$ cat src/rtl/crypto_pkg.sv
// crypto_pkg: shared cipher functions, byte width and receiver state encoding
package crypto_pkg;
  localparam int BYTE_W = 8;
  typedef enum logic [2:0] {IDLE, START, DATA, STOP, BREAK} rx_state_t;
  function automatic logic [BYTE_W-1:0] enc_byte(input logic [BYTE_W-1:0] k, input logic [BYTE_W-1:0] p);
    return p ^ k;
  endfunction
  function automatic logic [BYTE_W-1:0] dec_byte(input logic [BYTE_W-1:0] k, input logic [BYTE_W-1:0] c);
    return c ^ k;
  endfunction
endpackage

$ cat src/rtl/uart_bit_timer.sv
// uart_bit_timer: reloadable bit-period counter, ticks after a half or full period then every full period
module uart_bit_timer #(
  parameter int CLKS_PER_BIT = 16
) (
  input  logic clk,
  input  logic rst_n,
  input  logic load,
  input  logic half,
  input  logic en,
  output logic tick
);
  localparam int W = $clog2(CLKS_PER_BIT);
  localparam logic [W-1:0] FULL = W'(CLKS_PER_BIT - 1);
  localparam logic [W-1:0] HALF = W'(CLKS_PER_BIT / 2 - 1);
  logic [W-1:0] cnt;
  always_ff @(posedge clk) begin
    if (!rst_n) cnt <= '0;
    else if (load) cnt <= half ? HALF : FULL;
    else if (en) cnt <= (cnt == '0) ? FULL : cnt - 1'b1;
  end
  assign tick = en & ~load & (cnt == '0);
endmodule

$ cat src/rtl/crypto_uart_rx.sv
// crypto_uart_rx: 8N1 UART receiver that decrypts each byte and presents it on a valid/ready register
module crypto_uart_rx
  import crypto_pkg::*;
#(
  parameter int CLK_FREQ = 12000000,
  parameter int BAUD     = 9600
) (
  input  logic              clk,
  input  logic              rst_n,
  input  logic              rx,
  input  logic [BYTE_W-1:0] key,
  output logic [BYTE_W-1:0] plain_data,
  output logic              plain_valid,
  input  logic              plain_ready,
  output logic              busy,
  output logic              frame_err,
  output logic              overrun
);
  localparam int CLKS_PER_BIT = CLK_FREQ / BAUD;
  rx_state_t state;
  logic rx_m, rx_s, tick, load;
  logic [BYTE_W-1:0] key_q, shift;
  logic [2:0] bit_idx;
  assign busy = state != IDLE;
  assign load = (state == IDLE) & ~rx_s;
  uart_bit_timer #(.CLKS_PER_BIT(CLKS_PER_BIT)) u_timer (
    .clk  (clk),
    .rst_n(rst_n),
    .load (load),
    .half (1'b1),
    .en   (busy & (state != BREAK)),
    .tick (tick)
  );
  always_ff @(posedge clk) begin
    if (!rst_n) begin
      state       <= IDLE;
      {rx_s, rx_m} <= 2'b11;
      key_q       <= '0;
      shift       <= '0;
      bit_idx     <= '0;
      plain_data  <= '0;
      plain_valid <= 1'b0;
      frame_err   <= 1'b0;
      overrun     <= 1'b0;
    end else begin
      {rx_s, rx_m} <= {rx_m, rx};
      frame_err    <= 1'b0;
      overrun      <= 1'b0;
      if (plain_valid && plain_ready) plain_valid <= 1'b0;
      case (state)
        IDLE: if (!rx_s) begin
          state   <= START;
          key_q   <= key;
          bit_idx <= '0;
        end
        START: if (tick) state <= rx_s ? IDLE : DATA;
        DATA: if (tick) begin
          shift[bit_idx] <= rx_s;
          bit_idx        <= bit_idx + 3'd1;
          if (bit_idx == 3'd7) state <= STOP;
        end
        STOP: if (tick) begin
          state <= rx_s ? IDLE : BREAK;
          if (!rx_s) frame_err <= 1'b1;
          else if (!plain_valid || plain_ready) begin
            plain_data  <= dec_byte(key_q, shift);
            plain_valid <= 1'b1;
          end else overrun <= 1'b1;
        end
        BREAK: if (rx_s) state <= IDLE;
        default: state <= IDLE;
      endcase
    end
  end
endmodule

$ cat config.mk
export PLATFORM = sky130hd
export DESIGN_NAME = crypto_uart_rx
export DESIGN_NICKNAME = d
export VERILOG_FILES = /design/src/rtl/crypto_pkg.sv /design/src/rtl/uart_bit_timer.sv /design/src/rtl/crypto_uart_rx.sv
export SDC_FILE = /design/constraint.sdc
export NUM_CORES = 1
export LEC_CHECK = 0
export CAP_MARGIN = 20
export CORE_MARGIN = 1
export CORE_UTILIZATION = 25
export CTS_BUF_LIST = sky130_fd_sc_hd__clkbuf_16
export CTS_CLUSTER_DIAMETER = 30
export DETAILED_ROUTE_END_ITERATION = 12
export GPL_TIMING_DRIVEN = 0
export MAX_ROUTING_LAYER = met4
export PLACE_DENSITY = 0.44
export SYNTH_ARGS = -nofsm -noshare
export SYNTH_HDL_FRONTEND = slang
export SYNTH_HIERARCHICAL = 1
export SYNTH_SLANG_ARGS = --single-unit
$ cat constraint.sdc
create_clock -name clk -period 4.25 [get_ports clk]
set_clock_uncertainty 0.1 [all_clocks]
set_input_delay 1.275 -clock clk [delete_from_list [all_inputs] [get_ports clk]]
set_output_delay 1.275 -clock clk [all_outputs]
set_load 0.005 [all_outputs]
Word level (Yosys, flattened, before mapping)
Index checks and enable logic that the tools add are counted.
{ "classes": {"add_sub_neg": 2, "magnitude_cmp": 2, "n_eq_ne": 12, "n_mux": 25, "bitwise": 8, "n_reduce_logical": 17} }
{ "ops": {"columns": ["operator", "count"], "rows": [
  ["$mux 3", 9],
  ["$mux 10", 2],
  ["$pmux 3 s5", 1],
  ["$ne 2x2->1 const B", 6],
  ["$logic_not 11->1", 1],
  ["$mux 11", 1],
  ["$sub 11x1->11 const B", 1],
  ["$bwmux 8", 1],
  ["$mux 1", 8],
  ["$reduce_and 4->1", 2],
  ["$xor 8x8->8", 1],
  ["$eq 3x2->1 const B", 2],
  ["$eq 3x3->1 const B", 2],
  ["$pmux 3 s2", 1],
  ["$reduce_and 3->1", 2],
  ["$reduce_and 6->1", 1],
  ["$and 1x1->1", 4],
  ["$lt 3x4->1 const B", 1],
  ["$reduce_and 2->1", 2],
  ["$reduce_bool 2->1", 2],
  ["$add 3x1->3 const B", 1],
  ["$demux 1 s3", 1],
  ["$eq 3x1->1 const B", 1],
  ["$ge 3x1->1 const B", 1],
  ["other kinds (9)", 12]
]} }
{ "word_totals": {"ff_bits": 46, "inputBits": 12, "output_inout_bits": 12, "wordCells": 78} }

Longest topological paths before layout
Gate-level depths: netlist of run 1.
{ "logic_depth": {"word_depth": 7, "mapped_depth": 10, "depth_no_buf": 8} }

Modules after synthesis
Netlist of run 1, hierarchy kept.
{ "by_module_without_submodules": {"columns": ["mod", "instances", "cells_each", "area_per_inst_um2", "seq_area_each_um2"], "rows": [
  ["crypto_uart_rx", 1, 167, 1496.4, 700.7],
  ["uart_bit_timer", 1, 76, 631.9, 220.2]
]} }

Worst setup path before layout of run 1
Ideal clock, no wire load.
{ "synth_timing": {"kind": "reg-to-reg", "startpoint": "reg u_timer.cnt[0]", "endpoint": "reg shift[2]", "setup_time_ns": 0.072, "arrival_ns": 2.504, "required_time_ns": 4.078, "path_slack_ns": 1.574, "path_stages_with_launch": 10, "n_path_buf": 1, "synth_period_minus_slack_ns": 2.676, "path_cell_list": "dfxtp_1 inv_1 ha_1 or3b_2 nor4_2 and3_1 nand4bb_1 buf_2 nor4b_1 mux2i_1"} }
{ "synth_between": {"elab_chain_len": 3} }
{ "synth_rtl": {"columns": ["element", "line", "text"], "rows": [
  ["start: declaration", "uart_bit_timer.sv:15", "logic [W-1:0] cnt;"],
  ["start signal: assignment", "uart_bit_timer.sv:18", "else if (load) cnt <= half ? HALF : FULL;"],
  ["start signal: assignment", "uart_bit_timer.sv:19", "else if (en) cnt <= (cnt == '0) ? FULL : cnt - 1'b1;"],
  ["$logic_not 11->1", "uart_bit_timer.sv:21", "assign tick = en & ~load & (cnt == '0);"],
  ["$and 1x1->1", "uart_bit_timer.sv:21", null],
  ["net tick", "crypto_uart_rx.sv:21", "logic rx_m, rx_s, tick, load;"],
  ["$reduce_and 2->1 (no source line)", null, null],
  ["end signal: indexed assignment", "crypto_uart_rx.sv:58", "shift[bit_idx] <= rx_s;"],
  ["end: declaration", "crypto_uart_rx.sv:22", "logic [BYTE_W-1:0] key_q, shift;"]
]} }
The timed path passes the listed nets, and every way through them passes these cells.
A chain may end at the register's enable or synchronous reset.

Final worst setup path of run 1
Ends and elaborated chain as after synthesis.

==> flow_metrics.env, run 1 <==
export IMPL_status="finished, final reports clean"
export IMPL_grt_max_degree=16
export IMPL_grt_pass1_wl_um=8045
export IMPL_numClockSinks=46
export IMPL_clockBufferDepth=2
export IMPL_first_iter_violations=84
export IMPL_fmax_mhz=322.0
export IMPL_cts_tree="built"
export IMPL_nets=291
export IMPL_grt_pass1_vias=1576
export IMPL_p_int_uw=710.0
export IMPL_place_area_um2=2497
export IMPL_peakVddDrop_v=0.0002209
export IMPL_dp_hpwl_um=3375
export IMPL_criticalPathCategory="register to register"
export IMPL_die_width_um=94.27
export IMPL_numCtsBuffers=5
export IMPL_synth_seq_cells=46
export IMPL_initial_utilization_pct=25.90
export IMPL_power_share_clock_pct=40.6
export IMPL_drt_pass1_iterations=4
export IMPL_power_total_uw=952.9
export IMPL_arrival_ns=3.22
export IMPL_powerDensity_nw_per_um2=360.4
export IMPL_yosysSeqAreaShare_pct=43.27
export IMPL_p_leak_nw=1.020
export IMPL_detail_route_wl_per_cell_um=12.71
export IMPL_post_place_ws_ns=1.004
export IMPL_synth_area_um2=2128
export IMPL_rows=33
export IMPL_holdCritPathClass="register to register"
export IMPL_p_sw_share_pct=25.49
export IMPL_htree_num_levels=2
export IMPL_synth_edf_count=0
export IMPL_synth_warnings=6
export IMPL_finalHoldViolCount=0
export IMPL_synthArstFlopShare_pct=0
export IMPL_power_share_combinational_pct=11.5
export IMPL_switchingPower_uw=242.9
export IMPL_cp_max_fo=8
export IMPL_whs_ns=0.3308
export IMPL_root_buffer="clkbuf_16"
export IMPL_drc=0
export IMPL_maxCapViolations=0
export IMPL_period_share_pct=73.07
export IMPL_syn_area_per_cell_um2=8.758
export IMPL_wl_um=4841
export IMPL_worst_slack_ns=1.145
export IMPL_fin_area_um2=2644
export IMPL_syn_instance_count=243
export IMPL_rsz0062_at_grt="false"
export IMPL_finalSetupTns_ns=0
export IMPL_drive_above_1_share_pct=8.333
export IMPL_cts_resized=0
export IMPL_insertedDiodeCount=0
export IMPL_cts_hold_buf=0
export IMPL_clkTransAtPathRegs_ns=0.07
export IMPL_core_area_um2=8217
export IMPL_period_minus_slack_ns=3.105
export IMPL_gp_congestion=0.7320
export IMPL_port_buffers=23
export IMPL_die_h_um=94.27
export IMPL_slew_violations=0
export IMPL_cp_end_kind="register"
export IMPL_seq_power_share_pct=47.9
export IMPL_grt_ovfl_total=0
export IMPL_start_kind="register"
export IMPL_grt_usage_pct=12.26
export IMPL_setup_viol=0
export IMPL_required_ns=4.37
export IMPL_antenna_found_initial=0
export IMPL_ios=24
export IMPL_worst_slew_pin_slew_ns=0.6825
export IMPL_vias=1732
export IMPL_maxSlewHeadroom_pct=54.12
export IMPL_vias_per_cell=4.546
export IMPL_die_area_um2=8886
export IMPL_clk_latency_ns=0.29
export IMPL_ant_nets=0
export IMPL_syn_to_final_growth_pct=24.22
export IMPL_postCtsSetupBuffers=0
export IMPL_synth_distinct_cells=51
export IMPL_synthFlopType="dfxtp_1"
-- per-layer routing --
layer | up-vias | share of wire, % | wire length (um) | global-route usage, %
li1 | 918 | - | - | -
met1 | 786 | 54 | 2629 | 17.23
met2 | 24 | 41 | 1991 | 17.27
met3 | 4 | 2.8 | 136 | 2.427
met4 | 0 | 1.7 | 83 | 4.231
met5 | - | 0 | 0 | -
-- cell usage after synthesis, types with 2 or more instances --
cell / instances / share of area, %
nand2_1: 53 / 9.3
or2_2: 2 / 0.59
nor2_1: 10 / 1.8
ha_1: 4 / 2.4
inv_1: 5 / 0.88
o22ai_1: 2 / 0.59
o31ai_1: 4 / 1.4
or3_1: 2 / 0.59
dfxtp_1: 46 / 43
a21oi_1: 16 / 3.8
or3b_2: 2 / 0.82
xor2_1: 8 / 3.3
o31a_1: 3 / 1.2
nand4_1: 2 / 0.59
nand3_1: 2 / 0.47
clkbuf_1: 8 / 1.4
nor4_1: 3 / 0.88
or4_1: 2 / 0.71
or4_4: 2 / 1.1
o211ai_1: 3 / 1.1
nor4b_1: 3 / 1.2
o311ai_0: 2 / 0.82
nor3_1: 5 / 1.2
nand3b_1: 2 / 0.71
o41ai_1: 2 / 0.82
nand2b_1: 5 / 1.5
o21ai_0: 6 / 1.4
buf_6: 3 / 1.6
mux2i_1: 14 / 6.6
-- worst paths after layout --
kind                  start  endpoint  slack [ns]  cells past startpoint
min                    rx_m      rx_s        0.33                      1
min reg2reg            rx_m      rx_s        0.33                      1
max          u_timer/cnt[0]  shift[2]        1.14                      9
max reg2reg  u_timer/cnt[0]  shift[2]        1.14                      9
-- critical path, stage by stage, from the launching register on --
cell and delay, ns:
dfxtp_1 0.35, inv_1 0.09, ha_1 0.19, or3b_2 0.48, nor4_2 0.60, and3_1 0.35, nand4bb_1 0.11, buf_2 0.19
nor4b_1 0.38, mux2i_1 0.21
-- layout make-up --
cell class / instances / area (um^2)
fillers: 908 / 5573
multi-input cells: 179 / 1114
flip-flops and latches: 46 / 920.9
repair buffers: 23 / 230.2
well taps: 105 / 131.4
clock buffers: 5 / 125.1
plain buffers: 14 / 77.57
inverters: 6 / 23.77
clock inverters: 3 / 21.27
-- cell usage in the layout, fill, tap and decap left out, types with 3 or more instances in the layout --
master           instances
conb_1                   3
o31ai_1                  4
xor2_1                   8
nor2_1                  10
dfxtp_1                 46
clkbuf_16                5
nor4_1                   3
buf_6                    3
o211ai_1                 3
mux2i_1                 14
a21oi_1                 16
nor3_1                   5
nor4b_1                  3
o31a_1                   3
clkbuf_1                 8
nand2_1                 53
ha_1                     4
inv_1                    5
clkdlybuf4s50_1         23
nand2b_1                 5
o21ai_0                  6
-- flip-flops by register name, summed over array words and instances, names as in the netlist --
register / cells
u_timer/cnt: 11
key_q: 8
plain_data: 8
shift: 8
bit_idx: 3
state: 3
frame_err: 1
overrun: 1
plain_valid: 1
rx_m: 1
rx_s: 1
-- power by group through the flow --
stage | combinational, mW | sequential [mW] | clock [mW]
after floorplan | 0.0768 | 0.463 | 0
after global placement | 0.111 | 0.466 | 0
after detailed placement | 0.110 | 0.466 | 0
after CTS | 0.111 | 0.456 | 0.400
after global routing | 0.124 | 0.458 | 0.417
final | 0.110 | 0.457 | 0.386
-- through the flow --
step | utilization (%) | std cells
6_report | 32.18 | 381
2_1_floorplan | - | 245
4_1_cts | 32.18 | 381
3_5_place_dp | 30.39 | 373
3_3_place_gp | 30.39 | 373
5_1_grt | 32.18 | 381
-- logic make-up (layout without fill, tap and decap cells) --
kind of cell    Yosys count  in the layout  synth area share, %
mux                      14             14                6.584
fa+ha+maj                 4              4                2.352
simple gates            104            104                25.16
compound gates           46             46                14.40
xor+xnor                  8              8                3.292
buf+inv                  20             51                4.761
other cells               1              3               0.1762
flops                    46             46                43.27
(Power assumes the default switching activity.)
==> run 2, diff against run 1 <==
Settings changed: PLACE_DENSITY 0.44 to 0.45.
Clock period 4.25 ns to 2.6 ns, I/O delays scaled along.
==> flow_metrics.env, run 2 (synthesis gave the netlist of run 1 again) <==
export IMPL_nets=294
export IMPL_grt_ovfl_total=0
export IMPL_maxSlewHeadroom_pct=61.26
export IMPL_multi_input_area_um2=1190
export IMPL_p_leak_nw=1.044
export IMPL_grt_pass1_vias=1628
export IMPL_place_inst=373
export IMPL_insertedDiodeCount=0
export IMPL_clkTransAtPathRegs_ns=0.07
export IMPL_die_width_um=94.27
export IMPL_whs_ns=0.3356
export IMPL_clk_latency_ns=0.29
export IMPL_fmax_mhz=397.3
export IMPL_layout_common_cells="nand2_1, dfxtp_1, clkdlybuf4s50_1"
export IMPL_power_total_mw=1.600
export IMPL_worst_setup_path_startpoint="u_timer/cnt[0]"
export IMPL_die_h_um=94.27
export IMPL_finalHoldViolCount=0
export IMPL_rows=33
export IMPL_vias=1791
export IMPL_numCtsBuffers=5
export IMPL_ios=24
export IMPL_detail_route_wl_per_cell_um=12.85
export IMPL_root_buffer="clkbuf_16"
export IMPL_cp_max_fo=8
export IMPL_die_area_um2=8886
export IMPL_grt_usage_pct=12.55
export IMPL_nFillCells=901
export IMPL_period_share_pct=96.81
export IMPL_powerDensity_nw_per_um2=582.7
export IMPL_regArea_um2=920.9
export IMPL_fin_area_um2=2745
export IMPL_vias_per_cell=4.664
export IMPL_htree_num_levels=2
export IMPL_grt_max_degree=16
export IMPL_reg2reg_slack_ns=0.08
export IMPL_peakVddDrop_v=0.0002272
export IMPL_clockBufferDepth=2
export IMPL_required_ns=2.66
export IMPL_post_route_util_pct=33.41
export IMPL_largest_register="u_timer/cnt"
export IMPL_period_minus_slack_ns=2.517
export IMPL_stdcell_count=384
export IMPL_post_place_ws_ns=-0.3272
export IMPL_holdCritPathClass="register to register"
export IMPL_first_iter_violations=71
export IMPL_port_buffers=23
export IMPL_hp_start="rx_m"
export IMPL_start_kind="register"
export IMPL_slew_violations=0
export IMPL_dp_hpwl_um=3439
export IMPL_drt_pass1_iterations=4
export IMPL_antenna_found_initial=0
export IMPL_drive_above_1_share_pct=11.83
export IMPL_worst_slack_ns=0.08282
export IMPL_criticalPathCategory="register to register"
export IMPL_wl_um=4936
export IMPL_status="finished, final reports clean"
export IMPL_gp_congestion=0.7693
export IMPL_numClockSinks=46
export IMPL_worst_slew_pin_slew_ns=0.5811
export IMPL_setup_viol=0
export IMPL_arrival_ns=2.58
export IMPL_place_area_um2=2506
export IMPL_grt_pass1_wl_um=8300
export IMPL_maxCapViolations=0
export IMPL_initial_utilization_pct=25.90
export IMPL_ant_nets=0
export IMPL_final_common_cell="nand2_1"
export IMPL_syn_to_final_growth_pct=28.98
export IMPL_cp_end_kind="register"
export IMPL_finalSetupTns_ns=0
export IMPL_largest_reg_flops=11
export IMPL_drc=0
export IMPL_cts_tree="built"
export IMPL_core_area_um2=8217
export IMPL_timing_rr_start="u_timer/cnt[0]"
-- run 2: metal layers --
metal | GRT usage [%] | vias to the layer above | wire, um
met5 | - | - | 0
met4 | 4.231 | 0 | 76
met3 | 2.994 | 6 | 143
met2 | 18.36 | 23 | 2133
met1 | 16.82 | 839 | 2582
li1 | - | 923 | -
-- run 2: final timing paths --
check        endpoint  depth (start not counted)
max reg2reg  shift[6]                          9
max          shift[6]                          9
min              rx_s                          1
min reg2reg      rx_s                          1
-- run 2: repair_timing --
action	CTS	global route
buffers inserted	1	2
hold endpoints to repair	0	0
resized for setup	1	14
hold buffers	0	0
pin swaps	1	1
setup endpoints to repair	19	16
-- run 2: area by class of cell --
| cell class | instances | area share, % |
|---|---|---|
| inverter | 6 | 0.8660 |
| tap | 105 | 4.786 |
| clock inverter | 3 | 0.7748 |
| buffer | 14 | 2.917 |
| sequential | 46 | 33.55 |
| clock buffer | 5 | 4.558 |
| timing repair buffer | 26 | 9.207 |
| multi-input combinational | 179 | 43.35 |
-- run 2: where the power goes --
part           internal (mW)  leakage [nW]  switching, mW
combinational         0.0994         0.602          0.109
clock                  0.356        0.0698          0.288
sequential             0.725         0.373         0.0220
-- run 2: critical path: stages (launching register included) --
cell       delay [ns]
dfxtp_1          0.34
inv_1            0.09
ha_2             0.20
or3b_4           0.40
nor4_4           0.25
and3_4           0.24
nand4bb_1        0.11
buf_4            0.20
o311ai_1         0.32
o41ai_2          0.12
==> run 3, diff against run 2 <==
Settings changed: DONT_BUFFER_PORTS set to 1, PLACE_DENSITY 0.45 to 0.42.
==> flow_metrics.env, run 3 (synthesis gave the netlist of run 1 again) <==
export IMPL_status="finished, final reports clean"
export IMPL_vias=1723
export IMPL_route_met3_wl_um=226
export IMPL_htree_num_levels=2
export IMPL_power_total_mw=1.586
export IMPL_root_buffer="clkbuf_16"
export IMPL_detail_route_wl_per_cell_um=14.33
export IMPL_largest_register="u_timer/cnt"
export IMPL_stdcell_count=361
export IMPL_clkTransAtPathRegs_ns=0.07
export IMPL_arrival_ns=2.57
export IMPL_grt_usage_pct=12.90
export IMPL_cp_buffers_inverters=2
export IMPL_die_area_um2=8886
export IMPL_antenna_found_initial=0
export IMPL_vias_per_cell=4.773
export IMPL_top_layer="met4"
export IMPL_dp_hpwl_um=3527
export IMPL_ios=24
export IMPL_worst_slew_pin_slew_ns=0.6055
export IMPL_first_iter_violations=78
export IMPL_path_cells="inv_1, ha_4, or3b_4, nor4_4, and3_4, nand4bb_1, buf_6, nor4b_2, mux2i_1"
export IMPL_drt_pass1_iterations=4
export IMPL_final_common_cell="nand2_1"
export IMPL_powerDensity_nw_per_um2=625.5
export IMPL_drive_above_1_share_pct=13.67
export IMPL_wl_met1_um=2638
export IMPL_holdCritPathClass="register to register"
export IMPL_die_h_um=94.27
export IMPL_period_minus_slack_ns=2.450
export IMPL_grt_max_degree=16
export IMPL_ant_nets=0
export IMPL_syn_to_final_growth_pct=19.11
export IMPL_wl_um=5172
export IMPL_nFillCells=875
export IMPL_criticalPathCategory="register to register"
export IMPL_maxSlewHeadroom_pct=59.63
export IMPL_cp_max_fo=8
export IMPL_slew_violations=0
export IMPL_cts_tree="built"
export IMPL_peakVddDrop_v=0.0002458
export IMPL_rsz0062_at_grt="false"
export IMPL_drc=0
export IMPL_cp_top_family="simple AND/OR/NAND/NOR gates"
export IMPL_port_buffers=0
export IMPL_maxCapViolations=0
export IMPL_nets=271
export IMPL_finalHoldViolCount=0
export IMPL_layout_common_cells="nand2_1, dfxtp_1, a21oi_1"
export IMPL_max_stage_delay_ns=0.39
export IMPL_place_inst=350
export IMPL_clockBufferDepth=2
export IMPL_gp_congestion=0.7545
export IMPL_grt_pass1_wl_um=8397
export IMPL_post_route_util_pct=30.85
export IMPL_rows=33
export IMPL_largest_reg_flops=11
export IMPL_core_area_um2=8217
export IMPL_cp_end_kind="register"
export IMPL_grt_pass1_vias=1631
export IMPL_start_kind="register"
export IMPL_grt_ovfl_total=0
export IMPL_met2RoutedLength_um=2228
export IMPL_die_width_um=94.27
export IMPL_insertedDiodeCount=0
export IMPL_period_share_pct=94.24
export IMPL_p_leak_nw=0.9647
export IMPL_slowest_stage="or3b_4"
export IMPL_clk_latency_ns=0.29
export IMPL_required_ns=2.72
export IMPL_initial_utilization_pct=25.90
export IMPL_setup_viol=0
export IMPL_fmax_mhz=408.1
export IMPL_numCtsBuffers=5
export IMPL_numClockSinks=46
## run 3: path summary, 6_finish.rpt
check	end	startpoint	cells after the start	slack, ns
setup / recovery	shift[4]	u_timer/cnt[1]	9	0.15
hold / removal	rx_s	rx_m	1	0.35
setup reg to reg	shift[4]	u_timer/cnt[1]	9	0.15
hold reg to reg	rx_s	rx_m	1	0.35
## run 3: routing by layer
metal  vias to the layer above  global-route usage (%)
li1                        884                       -
met1                       804                   16.91
met2                        28                   19.14
met3                         7                   3.155
met4                         0                   4.615
met5                         -                       -
## run 3: final cells by class
type / count / area (um^2) / share of cell area [%]
Inverter: 6 / 23.77 / 0.9378
Buffer: 14 / 83.83 / 3.307
Multi-Input combinational cell: 179 / 1206 / 47.58
Tap cell: 105 / 131.4 / 5.183
Timing Repair Buffer: 3 / 22.52 / 0.8885
Sequential cell: 46 / 920.9 / 36.33
Clock inverter: 3 / 21.27 / 0.8391
Clock buffer: 5 / 125.1 / 4.936
## run 3: power by group
part           switching (mW)  internal (mW)
Combinational           0.107         0.0851
Sequential             0.0221          0.725
Clock                   0.290          0.357
Total                   0.419           1.17
## run 3: through the flow
| stage | TNS [ns] | worst slack (ns) | hold WS, ns | area (um^2) |
|---|---|---|---|---|
| after global routing | 0 | 0.02287 | 0.3835 | 2535 |
| after global placement | -5.350 | -0.4056 | 0.3241 | 2276 |
| after detailed placement | -5.078 | -0.3685 | 0.3311 | 2276 |
| after floorplan | 0 | 0.009539 | 0.2863 | 2145 |
| final | 0 | 0.1499 | 0.3522 | 2535 |
| after CTS | 0 | 0.02281 | 0.3483 | 2457 |
## run 3: repair_timing
action | CTS | global route
resized for setup | 5 | 14
hold buffers | 0 | 0
pin swaps | 1 | 2
buffers inserted | 1 | 2
endpoints found under the setup margin | 21 | 19
